File: src/rtl/bsg_fpu_preprocess_normalize.sv
// Sequential FP operand classifier: registers class flags, sign, extended exponent and
// explicit-hidden-bit mantissa, optionally normalising denormals one bit per cycle.
module bsg_fpu_preprocess_normalize #(
    parameter int e_p         = 8,
    parameter int m_p         = 23,
    parameter int normalize_p = 1
) (
    input  logic             clk_i,
    input  logic             reset_i,
    input  logic             v_i,
    input  logic [e_p+m_p:0] a_i,
    output logic             ready_o,
    output logic             v_o,
    input  logic             yumi_i,
    output logic             zero_o,
    output logic             nan_o,
    output logic             sig_nan_o,
    output logic             infty_o,
    output logic             denormal_o,
    output logic             sign_o,
    output logic [e_p:0]     exp_o,
    output logic [m_p:0]     man_o
);

    localparam bit norm_en_lp = (normalize_p != 0);

    typedef enum logic [1:0] {eReady, eNorm, eDone} state_e;

    state_e         state_r, state_n;
    logic [e_p:0]   exp_r, exp_n;
    logic [m_p:0]   man_r, man_n;

    logic [e_p-1:0] a_exp;
    logic [m_p-1:0] a_man;
    logic           a_sign, exp_zero, exp_ones, man_zero, a_denorm, accept;

    assign a_sign   = a_i[e_p+m_p];
    assign a_exp    = a_i[e_p+m_p-1:m_p];
    assign a_man    = a_i[m_p-1:0];
    assign exp_zero = ~|a_exp;
    assign exp_ones = &a_exp;
    assign man_zero = ~|a_man;
    assign a_denorm = exp_zero & ~man_zero;

    // yumi_i feeds ready_o combinationally so a new operand can land as the old one leaves
    assign ready_o = (state_r == eReady) | ((state_r == eDone) & yumi_i);
    assign accept  = v_i & ready_o;
    assign v_o     = (state_r == eDone);
    assign exp_o   = exp_r;
    assign man_o   = man_r;

    always_comb begin
        state_n = state_r;
        exp_n   = exp_r;
        man_n   = man_r;
        case (state_r)
            eReady, eDone: begin
                if (accept) begin
                    if (a_denorm && norm_en_lp) begin
                        // exponent starts at 1 and drops once per shift, ending at -lz
                        man_n   = {1'b0, a_man};
                        exp_n   = {{e_p{1'b0}}, 1'b1};
                        state_n = eNorm;
                    end else begin
                        man_n   = {~exp_zero, a_man};
                        exp_n   = {1'b0, a_exp};
                        state_n = eDone;
                    end
                end else if (state_r == eDone && yumi_i) begin
                    state_n = eReady;
                end
            end
            eNorm: begin
                man_n = {man_r[m_p-1:0], 1'b0};
                exp_n = exp_r - {{e_p{1'b0}}, 1'b1};
                if (man_r[m_p-1]) begin
                    state_n = eDone;
                end
            end
            default: state_n = eReady;
        endcase
    end

    always_ff @(posedge clk_i) begin
        if (reset_i) begin
            state_r <= eReady;
            exp_r   <= '0;
            man_r   <= '0;
        end else begin
            state_r <= state_n;
            exp_r   <= exp_n;
            man_r   <= man_n;
        end
    end

    always_ff @(posedge clk_i) begin
        if (reset_i) begin
            zero_o     <= 1'b0;
            nan_o      <= 1'b0;
            sig_nan_o  <= 1'b0;
            infty_o    <= 1'b0;
            denormal_o <= 1'b0;
            sign_o     <= 1'b0;
        end else if (accept) begin
            zero_o     <= exp_zero & man_zero;
            nan_o      <= exp_ones & ~man_zero;
            sig_nan_o  <= exp_ones & ~man_zero & ~a_man[m_p-1];
            infty_o    <= exp_ones & man_zero;
            denormal_o <= a_denorm;
            sign_o     <= a_sign;
        end
    end

endmodule

File: config.mk
export PLATFORM = sky130hd
export DESIGN_NAME = bsg_fpu_preprocess_normalize
export DESIGN_NICKNAME = d
export VERILOG_FILES = /design/src/rtl/bsg_fpu_preprocess_normalize.sv
export SDC_FILE = /design/constraint.sdc
export NUM_CORES = 1
export LEC_CHECK = 0
export ABC_AREA = 1
export ABC_CLOCK_PERIOD_IN_PS = 1800
export CELL_PAD_IN_SITES_DETAIL_PLACEMENT = 0
export CELL_PAD_IN_SITES_GLOBAL_PLACEMENT = 1
export CORE_MARGIN = 2
export CORE_UTILIZATION = 29
export DETAILED_ROUTE_END_ITERATION = 12
export GPL_TIMING_DRIVEN = 1
export PLACE_DENSITY_LB_ADDON = 0.1
export SYNTH_ARGS = -nofsm -noshare
export SYNTH_HDL_FRONTEND = slang
export SYNTH_SLANG_ARGS = --single-unit
export TNS_END_PERCENT = 10
File: constraint.sdc
create_clock -name clk_i -period 1.8 [get_ports clk_i]
set_clock_uncertainty 0.2 [all_clocks]
set_input_delay 0.18 -clock clk_i [delete_from_list [all_inputs] [get_ports clk_i]]
set_output_delay 0.18 -clock clk_i [all_outputs]
set_load 0.05 [all_outputs]
==> key figures, run 1 <==
Status
  • Status: finished, final reports clean

Critical path
  • CP Capture Type: register
  • CP max stage delay: 420 ps
  • CP Buf/Inv Count: 1
  • Max FO, Critical Path: 10
  • CP cell instances: nand2_2 > buf_4 > nor2_1 > nor2_1 > nand2_1 > a21oi_1
  • Critical Path Source Type: register
  • Top Family by Delay on Critical Path: simple AND/OR/NAND/NOR gates
  • Worst EP arrival: 1520 ps
  • Most common cell on crit path: nor2_1
  • CP Class: register to register
  • WP data required: 1780 ps
  • CP max-delay cell: dfxtp_1

Timing
  • Tcrit/Tclk final: 0.8543
  • Final Worst Setup Slack: 262.2 ps
  • Endpoints failing setup: 0
  • Hold Fails Final Rpt: 0
  • RSZ-0062 raised after global routing: no
  • Slew margin rel.: 0.8001
  • Minimum clock period after layout: 1538 ps
  • FMAX: 650.3 MHz
  • Slew Viols, Final: 0
  • Slew @ Worst Pin: 297.6 ps
  • Setup_tns: 0 ps
  • Hold_ws: 255.6 ps

Detailed routing
  • DR vias/cell: 4.769
  • Routed WL: 5779 um
  • Drt drc: 0
  • Top layer in use: met4
  • 1st-iter DRT viols: 91
  • Total number of vias: 2084
  • M1 WL: 2745 um
  • Met2 wire length: 2585 um
  • Antenna viol nets, final: 0
  • DRT Pass-1 Iters: 4
  • Met3 WL: 396 um
  • Wire length per cell: 13.22 um

CTS
  • # Post-CTS Setup Buffers: 0
  • Cts hold-fix bufs: 0
  • Total CTS buffers: 5
  • Clock transition at path regs: 90 ps
  • CTS tree: yes
  • CTS root buffer: clkbuf_8
  • Skew-Pair Late Insertion Delay: 300 ps
  • Post-CTS Resized: 0
  • Num Clock Sinks: 41
  • Max clock buf depth: 2
  • Htree depth: 2

Layout
  • Final core occ: 0.4449
  • Share of layout cells above drive strength 1: 0.1889
  • Sequential Area: 820.8 sq um
  • Net count, final: 396
  • Area of the multi-input gates: 947.2 sq um
  • Fillers: 704
  • Antenna cell count: 0
  • Most common cell after layout, fill and taps aside: nand2_1
  • Fin area: 2841 sq um
  • Layout area overhead: 48.24%
  • Commonest cells after routing, fill and taps aside: 75 x nand2_1, 56 x nor2_1, 50 x buf_4

Yosys
  • Yosys warning count: 0
  • Post-Syn Nets: 313
  • Avg Cell Area, Syn: 6.945 sq um
  • Yosys cell types: 25
  • Mapped Area: 1917 sq um
  • Seq cells post-synth: 41
  • Mapped Cells: 276
  • Seq/Total Area, Yosys: 0.4282

Global routing
  • Wire length of the first global-routing pass: 9432 um
  • Overflow after GRT: 0
  • Vias in the first global route: 1961
  • GR Util All Layers: 0.1635
  • Largest net degree at the start of global routing: 26
  • Initial antenna violation count: 0

Pwr
  • Worst VDD drop: 0.3350 mV
  • Pwr Density: 841.5 nW/um^2
  • Leak pwr: 1.217 nW

Floorplanning
  • Die width: 85.30 um
  • Die area: 7276 sq um
  • Core Box Area: 6386 sq um
  • Top Ports: 77
  • # rows: 29
  • Starting Density: 0.3002
  • Die Ht: 85.30 um

Placed design
  • Final RePlAce weighted congestion: 0.8212
  • Detail Placement HPWL: 4157 um
  • Port Buf Inserts: 76
  • DP Area: 2725 sq um
  • Dpl ws: 67.89 ps

Flow run
  • Max-Cap Viols: 0

Min path
  • Worst hold path class: input port to register
## Yosys cell counts
master | n | area share
inv_2 | 3 | 0.0059
o21ai_0 | 8 | 0.021
inv_1 | 17 | 0.033
a211oi_1 | 2 | 0.0078
nor3b_1 | 1 | 0.0039
o221ai_1 | 10 | 0.046
buf_2 | 5 | 0.013
dfxtp_1 | 41 | 0.43
nor2_2 | 1 | 0.0033
o211ai_1 | 2 | 0.0078
ha_1 | 1 | 0.0065
a21oi_1 | 19 | 0.050
nand3_1 | 9 | 0.023
a31oi_1 | 10 | 0.033
nand3_2 | 1 | 0.0052
nand2_4 | 1 | 0.0059
nand2_1 | 75 | 0.15
nor2_1 | 56 | 0.11
clkbuf_1 | 2 | 0.0039
a22oi_1 | 4 | 0.016
nand2_2 | 1 | 0.0033
buf_6 | 1 | 0.0059
buf_4 | 4 | 0.016
or2_2 | 1 | 0.0033
nor3_1 | 1 | 0.0026
## layer usage
metal / global-route usage / vias up
met4: 0.04329 / 0
li1: - / 1074
met5: 0 / -
met3: 0.05447 / 6
met1: 0.2167 / 952
met2: 0.2557 / 52
## power by group
part	internal, mW	leakage, nW	switching, mW	total (mW)
clock	0.453	0.0585	0.332	0.785
combinational	0.225	0.821	0.372	0.598
sequential	0.962	0.338	0.0465	1.01
total	1.64	1.22	0.751	2.39
## metrics by stage
step	power (mW)	instances
finish	2.391	437
CTS	2.419	437
detailed placement	1.631	429
floorplan	1.382	276
global placement	1.634	429
global route	2.512	437
## cell families (layout without fill, tap and decap cells)
kind of cell | Yosys count | count (layout) | synth area share
buffers and inverters | 32 | 116 | 0.07767
AO/OA/AOI/OAI | 55 | 55 | 0.1802
AND/OR/NAND/NOR | 147 | 147 | 0.3074
adder cells (fa/ha/maj) | 1 | 1 | 0.006526
flip-flops | 41 | 41 | 0.4282
## worst paths after layout
| path | startpoint | endpoint | slack [ps] | cells past startpoint |
|---|---|---|---|---|
| worst max register to register | state_r[0] | state_r[1] | 260 | 6 |
| worst min register to register | infty_o | infty_o | 270 | 2 |
| worst max-delay path | state_r[0] | state_r[1] | 260 | 6 |
| worst min-delay path | a_i[31] | sign_o | 260 | 3 |
## tightest hold or removal path: stages
cell	delay [ps]
clkdlybuf4s50_1	410
nand2_1	70
a21oi_1	50
## registers in the layout, summed over array words and instances, names as in the netlist
name	cells
exp_o	9
state_r	2
man_o	24
infty_o	1
zero_o	1
sig_nan_o	1
nan_o	1
denormal_o	1
sign_o	1
## area by class of cell
type	instances	share of cell area
Tap cell	77	0.03391
Clock buffer	7	0.03038
Sequential cell	41	0.2889
Inverter	20	0.02642
Timing Repair Buffer	88	0.2765
Clock inverter	1	0.01057
Multi-Input combinational cell	203	0.3333
Power figures use the tool's default switching activity.
==> run 2: changes to the inputs <==
--- a/config.mk
+++ b/config.mk
@@ -6,14 +6,14 @@
 export NUM_CORES = 1
 export LEC_CHECK = 0
 export ABC_AREA = 1
-export ABC_CLOCK_PERIOD_IN_PS = 1800
+export ABC_CLOCK_PERIOD_IN_PS = 1610
 export CELL_PAD_IN_SITES_DETAIL_PLACEMENT = 0
 export CELL_PAD_IN_SITES_GLOBAL_PLACEMENT = 1
 export CORE_MARGIN = 2
 export CORE_UTILIZATION = 29
 export DETAILED_ROUTE_END_ITERATION = 12
 export GPL_TIMING_DRIVEN = 1
-export PLACE_DENSITY_LB_ADDON = 0.1
+export PLACE_DENSITY_LB_ADDON = 0.25
 export SYNTH_ARGS = -nofsm -noshare
 export SYNTH_HDL_FRONTEND = slang
 export SYNTH_SLANG_ARGS = --single-unit
==> constraint.sdc (replaced) <==
create_clock -name clk_i -period 1.61 [get_ports clk_i]
set_clock_uncertainty 0.2 [all_clocks]
set_input_delay 0.161 -clock clk_i [delete_from_list [all_inputs] [get_ports clk_i]]
set_output_delay 0.161 -clock clk_i [all_outputs]
set_load 0.05 [all_outputs]
==> run 2 against run 1 <==
Sequential share of layout area decreased by 5.0 points. Hold slack got worse by 32 ps. Design area increased by 21%. Via count increased by 3.0%. Critical path type is now input port to output pin. Die area unchanged. Sequential power increased by 15%.
==> key figures, run 2 (synthesized netlist as in run 1, its figures left out) <==
Floorplanning
  • Top Ports: 77 (unchanged)
  • Starting Density: 0.3002 (unchanged)
  • Core Box Area: 6386 sq um (unchanged)
  • # rows: 29 (unchanged)
  • Die Ht: 85.30 um (unchanged)
  • Die area: 7276 sq um (unchanged)
  • Die width: 85.30 um (unchanged)

Timing
  • Tcrit/Tclk final: 0.9428
  • Hold Fails Final Rpt: 0 (unchanged)
  • Slew @ Worst Pin: 318.0 ps (+20.46 ps)
  • Endpoints failing setup: 0 (unchanged)
  • RSZ-0062 raised after global routing: yes
  • Slew margin rel.: 0.7877 (-0.01240)
  • FMAX: 658.8 MHz
  • Minimum clock period after layout: 1518 ps
  • Slew Viols, Final: 0 (unchanged)
  • Final Worst Setup Slack: 92.11 ps (-170.1 ps)

Pwr
  • Worst VDD drop: 0.4062 mV (+21%)
  • Leak pwr: 1.407 nW (+16%)
  • Design Power: 2.888 mW (+21%)
  • Pwr Density: 837.2 nW/um^2 (-0.50%)

Status
  • Status: finished, final reports clean

CTS
  • Total CTS buffers: 5 (unchanged)
  • Skew-Pair Late Insertion Delay: 290 ps (about the same)
  • Cts hold-fix bufs: 0 (unchanged)
  • CTS tree: yes
  • Post-CTS Resized: 0 (unchanged)
  • Htree depth: 2 (unchanged)
  • Max clock buf depth: 2 (unchanged)
  • # Post-CTS Setup Buffers: 0 (unchanged)
  • Num Clock Sinks: 41 (unchanged)
  • CTS root buffer: clkbuf_8
  • Clock transition at path regs: 80 ps (about the same)

Detailed routing
  • Met3 WL: 402 um (+1.5%)
  • Antenna viol nets, final: 0 (unchanged)
  • Drt drc: 0 (unchanged)
  • DRT Pass-1 Iters: 4 (unchanged)
  • 1st-iter DRT viols: 98 (+7.7%)
  • Met2 wire length: 2762 um (+6.8%)
  • M1 WL: 2690 um (-2.0%)
  • Routed WL: 5901 um (+2.1%)
  • Total number of vias: 2147 (+3.0%)
  • DR vias/cell: 4.792 (+0.49%)
  • Wire length per cell: 13.17 um (-0.40%)
  • Top layer in use: met4

Global routing
  • Initial antenna violation count: 0 (unchanged)
  • Vias in the first global route: 1964 (+0.15%)
  • Largest net degree at the start of global routing: 26 (unchanged)
  • GR Util All Layers: 0.1659 (+0.002325)
  • Wire length of the first global-routing pass: 9701 um (+2.9%)
  • Overflow after GRT: 0 (unchanged)

Layout
  • Max reg flops: 24 (unchanged)
  • Commonest cells after routing, fill and taps aside: 75 x nand2_1, 55 x nor2_1, 43 x buf_12
  • Layout area overhead: 79.96%
  • Antenna cell count: 0 (unchanged)
  • Net count, final: 407 (+2.8%)
  • Share of layout cells above drive strength 1: 0.2264 (+0.03753)
  • Area of the multi-input gates: 964.7 sq um (+1.8%)
  • Sequential Area: 824.5 sq um (+0.46%)
  • Fillers: 630 (-11%)
  • Most common cell after layout, fill and taps aside: nand2_1

Placed design
  • Detail Placement HPWL: 4423 um (+6.4%)
  • Final RePlAce weighted congestion: 0.8087 (-1.5%)
  • Port Buf Inserts: 76 (unchanged)
  • Dpl ws: -135.5 ps (-203.4 ps)

Critical path
  • CP Buf/Inv Count: 4 (+3)
  • CP max stage delay: 450 ps (+30 ps)
  • CP max-delay cell: clkdlybuf4s50_1
  • Critical Path Source Type: input port
  • CP Class: input port to output pin
  • Worst EP arrival: 1160 ps (-360 ps)
  • Most common cell on crit path: inv_1
  • CP cell instances: clkdlybuf4s50_1 > inv_1 > nand2_1 > inv_1 > nor2_1 > buf_12
  • CP Capture Type: output pin
  • Top Family by Delay on Critical Path: buffers and inverters
  • WP data required: 1250 ps (-530 ps)
  • Max FO, Critical Path: 2 (-8)

Flow run
  • Max-Cap Viols: 0 (unchanged)

Min path
  • Worst hold path class: input port to register
==> run 2: cell types whose count changed in the layout (fill, tap and decap cells not counted), sizes merged <==
cell      previous run  this run
clkinvlp             0         1
clkbuf               7         6
buf                 53        64
==> run 2: worst register-to-register path, stage by stage, from the launching register on <==
cell and delay (ps):
dfxtp_2 400, inv_1 80, ha_1 210, nand2_1 130, nor2_4 50, nand3_1 100, nand3_1 80, o211ai_1 90
nand2_1 70, inv_1 50
==> run 2: worst paths after layout <==
kind,start,endpoint,slack (ps),depth (start not counted)
setup / recovery,yumi_i,ready_o,90,6
hold / removal,a_i[31],sign_o,220,3
hold reg to reg,sign_o,sign_o,310,2
setup reg to reg,exp_o[0],exp_o[6],120,9
==> run 2: power by group <==
| group | internal [mW] | switching (mW) | leakage [nW] | total [mW] |
|---|---|---|---|---|
| Sequential | 1.08 | 0.0848 | 0.339 | 1.16 |
| Clock | 0.505 | 0.380 | 0.0574 | 0.884 |
| Combinational | 0.417 | 0.425 | 1.01 | 0.842 |
| Total | 2.00 | 0.890 | 1.41 | 2.89 |
==> run 2: metrics by stage <==
stage	instances	TNS, ps	area [sq um]	util	hold slack (ps)
2_1_floorplan	276	0	1919	-	104.8
3_3_place_gp	440	-1724	3311	0.5184	287.8
3_5_place_dp	440	-2291	3311	0.5184	300.1
4_1_cts	448	0	3431	0.5372	222.3
5_1_grt	448	-16.18	3450	0.5402	231.1
6_report	448	0	3450	0.5402	224.0
==> run 2: cell type report <==
cell class,instances,share of cell area
multi-input cells,203,0.2797
well taps,77,0.02793
clock buffers,6,0.02394
repair buffers,99,0.3968
clock inverters,2,0.01088
inverters,20,0.02176
flip-flops and latches,41,0.2390
==> run 2: metal layers <==
| metal | track usage | vias up |
|---|---|---|
| met5 | 0 | - |
| li1 | - | 1103 |
| met2 | 0.2585 | 56 |
| met3 | 0.05253 | 4 |
| met4 | 0.03896 | 0 |
| met1 | 0.2241 | 984 |
==> run 3: changes to the inputs <==
--- a/config.mk
+++ b/config.mk
@@ -11,8 +11,10 @@
 export CELL_PAD_IN_SITES_GLOBAL_PLACEMENT = 1
 export CORE_MARGIN = 2
 export CORE_UTILIZATION = 29
+export CTS_CLUSTER_DIAMETER = 50
 export DETAILED_ROUTE_END_ITERATION = 12
 export GPL_TIMING_DRIVEN = 1
+export MAX_ROUTING_LAYER = met4
 export PLACE_DENSITY_LB_ADDON = 0.25
 export SYNTH_ARGS = -nofsm -noshare
 export SYNTH_HDL_FRONTEND = slang
==> run 3 against run 2 <==
Critical path depth is the same. Cell count is the same. Maximum frequency shrank 0.18%. Utilization is the same. First-iteration DRC count grew 6.1%. Routed wire length grew 0.25%. Sequential share of layout area is the same. Highest routed layer unchanged.
==> key figures, run 3 (synthesized netlist as in run 1, its figures left out) <==
Layout
  • Most common cell after layout, fill and taps aside: nand2_1
  • Layout area overhead: 79.96% (unchanged)
  • Fin area: 3450 sq um (unchanged)
  • Antenna cell count: 0 (unchanged)
  • Max reg flops: 24 (unchanged)
  • Share of layout cells above drive strength 1: 0.2264 (unchanged)
  • Net count, final: 407 (unchanged)
  • Final core occ: 0.5402 (unchanged)
  • Commonest cells after routing, fill and taps aside: 75 x nand2_1, 55 x nor2_1, 43 x buf_12

CTS
  • CTS tree: yes
  • Htree depth: 2 (unchanged)
  • Clock transition at path regs: 80 ps (about the same)
  • Skew-Pair Late Insertion Delay: 290 ps (about the same)
  • CTS root buffer: clkbuf_8
  • Max clock buf depth: 2 (unchanged)
  • # Post-CTS Setup Buffers: 0 (unchanged)
  • Num Clock Sinks: 41 (unchanged)
  • Total CTS buffers: 5 (unchanged)

Floorplanning
  • Starting Density: 0.3002 (unchanged)
  • Die width: 85.30 um (unchanged)
  • # rows: 29 (unchanged)
  • Core Box Area: 6386 sq um (unchanged)
  • Die Ht: 85.30 um (unchanged)
  • Die area: 7276 sq um (unchanged)
  • Top Ports: 77 (unchanged)

Detailed routing
  • Drt drc: 0 (unchanged)
  • Wire length per cell: 13.21 um (+0.25%)
  • 1st-iter DRT viols: 104 (+6.1%)
  • DR vias/cell: 4.783 (-0.19%)
  • Antenna viol nets, final: 0 (unchanged)
  • Routed WL: 5916 um (+0.25%)
  • Total number of vias: 2143 (-0.19%)
  • DRT Pass-1 Iters: 4 (unchanged)

Global routing
  • Largest net degree at the start of global routing: 26 (unchanged)
  • Initial antenna violation count: 0 (unchanged)
  • Overflow after GRT: 0 (unchanged)
  • GR Util All Layers: 0.1702 (+0.004310)
  • Wire length of the first global-routing pass: 9666 um (-0.36%)
  • Vias in the first global route: 1969 (+0.25%)

Status
  • Status: finished, final reports clean

Critical path
  • WP data required: 1250 ps (about the same)
  • Max FO, Critical Path: 2 (unchanged)
  • CP Class: input port to output pin
  • Critical Path Source Type: input port
  • Worst r2r path cells: 9 (unchanged)
  • CP Capture Type: output pin
  • Worst EP arrival: 1160 ps (about the same)

Timing
  • FMAX: 657.6 MHz (-0.18%)
  • Slew Viols, Final: 0 (unchanged)
  • Slew margin rel.: 0.7879 (about the same)
  • RSZ-0062 raised after global routing: yes
  • Final Worst Setup Slack: 89.33 ps (-2.779 ps)
  • Tcrit/Tclk final: 0.9445 (+0.001726)
  • Endpoints failing setup: 0 (unchanged)
  • Minimum clock period after layout: 1521 ps (+2.779 ps)
  • Slew @ Worst Pin: 317.7 ps (-0.3020 ps)
  • Hold Fails Final Rpt: 0 (unchanged)

Placed design
  • Port Buf Inserts: 76 (unchanged)
  • Dpl ws: -135.5 ps (unchanged)
  • Final RePlAce weighted congestion: 0.8206 (+1.5%)
  • DP Area: 3311 sq um (unchanged)
  • Detail Placement HPWL: 4423 um (unchanged)

Flow run
  • Max-Cap Viols: 0 (unchanged)

Pwr
  • Worst VDD drop: 0.4090 mV (+0.70%)
  • Pwr Density: 836.8 nW/um^2 (about the same)
  • Leak pwr: 1.407 nW (unchanged)

Min path
  • Worst hold path class: input port to register
  • Hold path depth: 3 (unchanged)
[run 3: cell counts in the layout (fill, tap and decap cells not counted)]
Identical to the previous run, type by type.
[run 3: cell type report]
type	count	area [sq um]
fillers	630	2937
repair buffers	99	1369
multi-input cells	203	964.7
flip-flops and latches	41	824.5
well taps	77	96.34
clock buffers	6	82.58
inverters	20	75.07
clock inverters	2	37.54
[run 3: per-stage QoR]
step                std cells  power, mW  setup TNS [ps]  hold slack [ps]
floorplan                 276      1.546               0            104.8
global placement          440      2.023           -1724            287.8
detailed placement        440      2.026           -2291            300.1
CTS                       448      2.911               0            222.3
global route              448      3.016          -16.18            233.8
finish                    448      2.887               0            226.0
[run 3: routing by layer]
layer	vias to the layer above	share of wire	global-route usage
li1	1102	-	-
met1	981	0.46	0.2312
met2	55	0.46	0.2578
met3	5	0.062	0.03891
met4	0	0.0088	0.03896
met5	-	0	-
[run 3: worst paths after layout]
kind / start / endpoint / slack (ps)
worst max register to register: exp_o[0] / exp_o[6] / 120
worst min register to register: sign_o / sign_o / 310
worst max-delay path: yumi_i / ready_o / 90
worst min-delay path: a_i[31] / sign_o / 230
[run 3: timing repair]
action,4_1_cts,5_1_grt
gates resized for setup,0,5
hold buffers,0,0
endpoints found under the setup margin,0,7
[run 3: power breakdown]
group / internal [mW] / total [mW] / switching, mW / leakage (nW)
Combinational: 0.417 / 0.843 / 0.426 / 1.01
Sequential: 1.08 / 1.16 / 0.0848 / 0.339
Clock: 0.505 / 0.882 / 0.377 / 0.0574
Total: 2.00 / 2.89 / 0.888 / 1.41
[run 3: worst max-delay path, stage by stage]
cell,delay (ps)
clkdlybuf4s50_1,450
inv_1,50
nand2_1,80
inv_1,60
nor2_1,190
buf_12,170
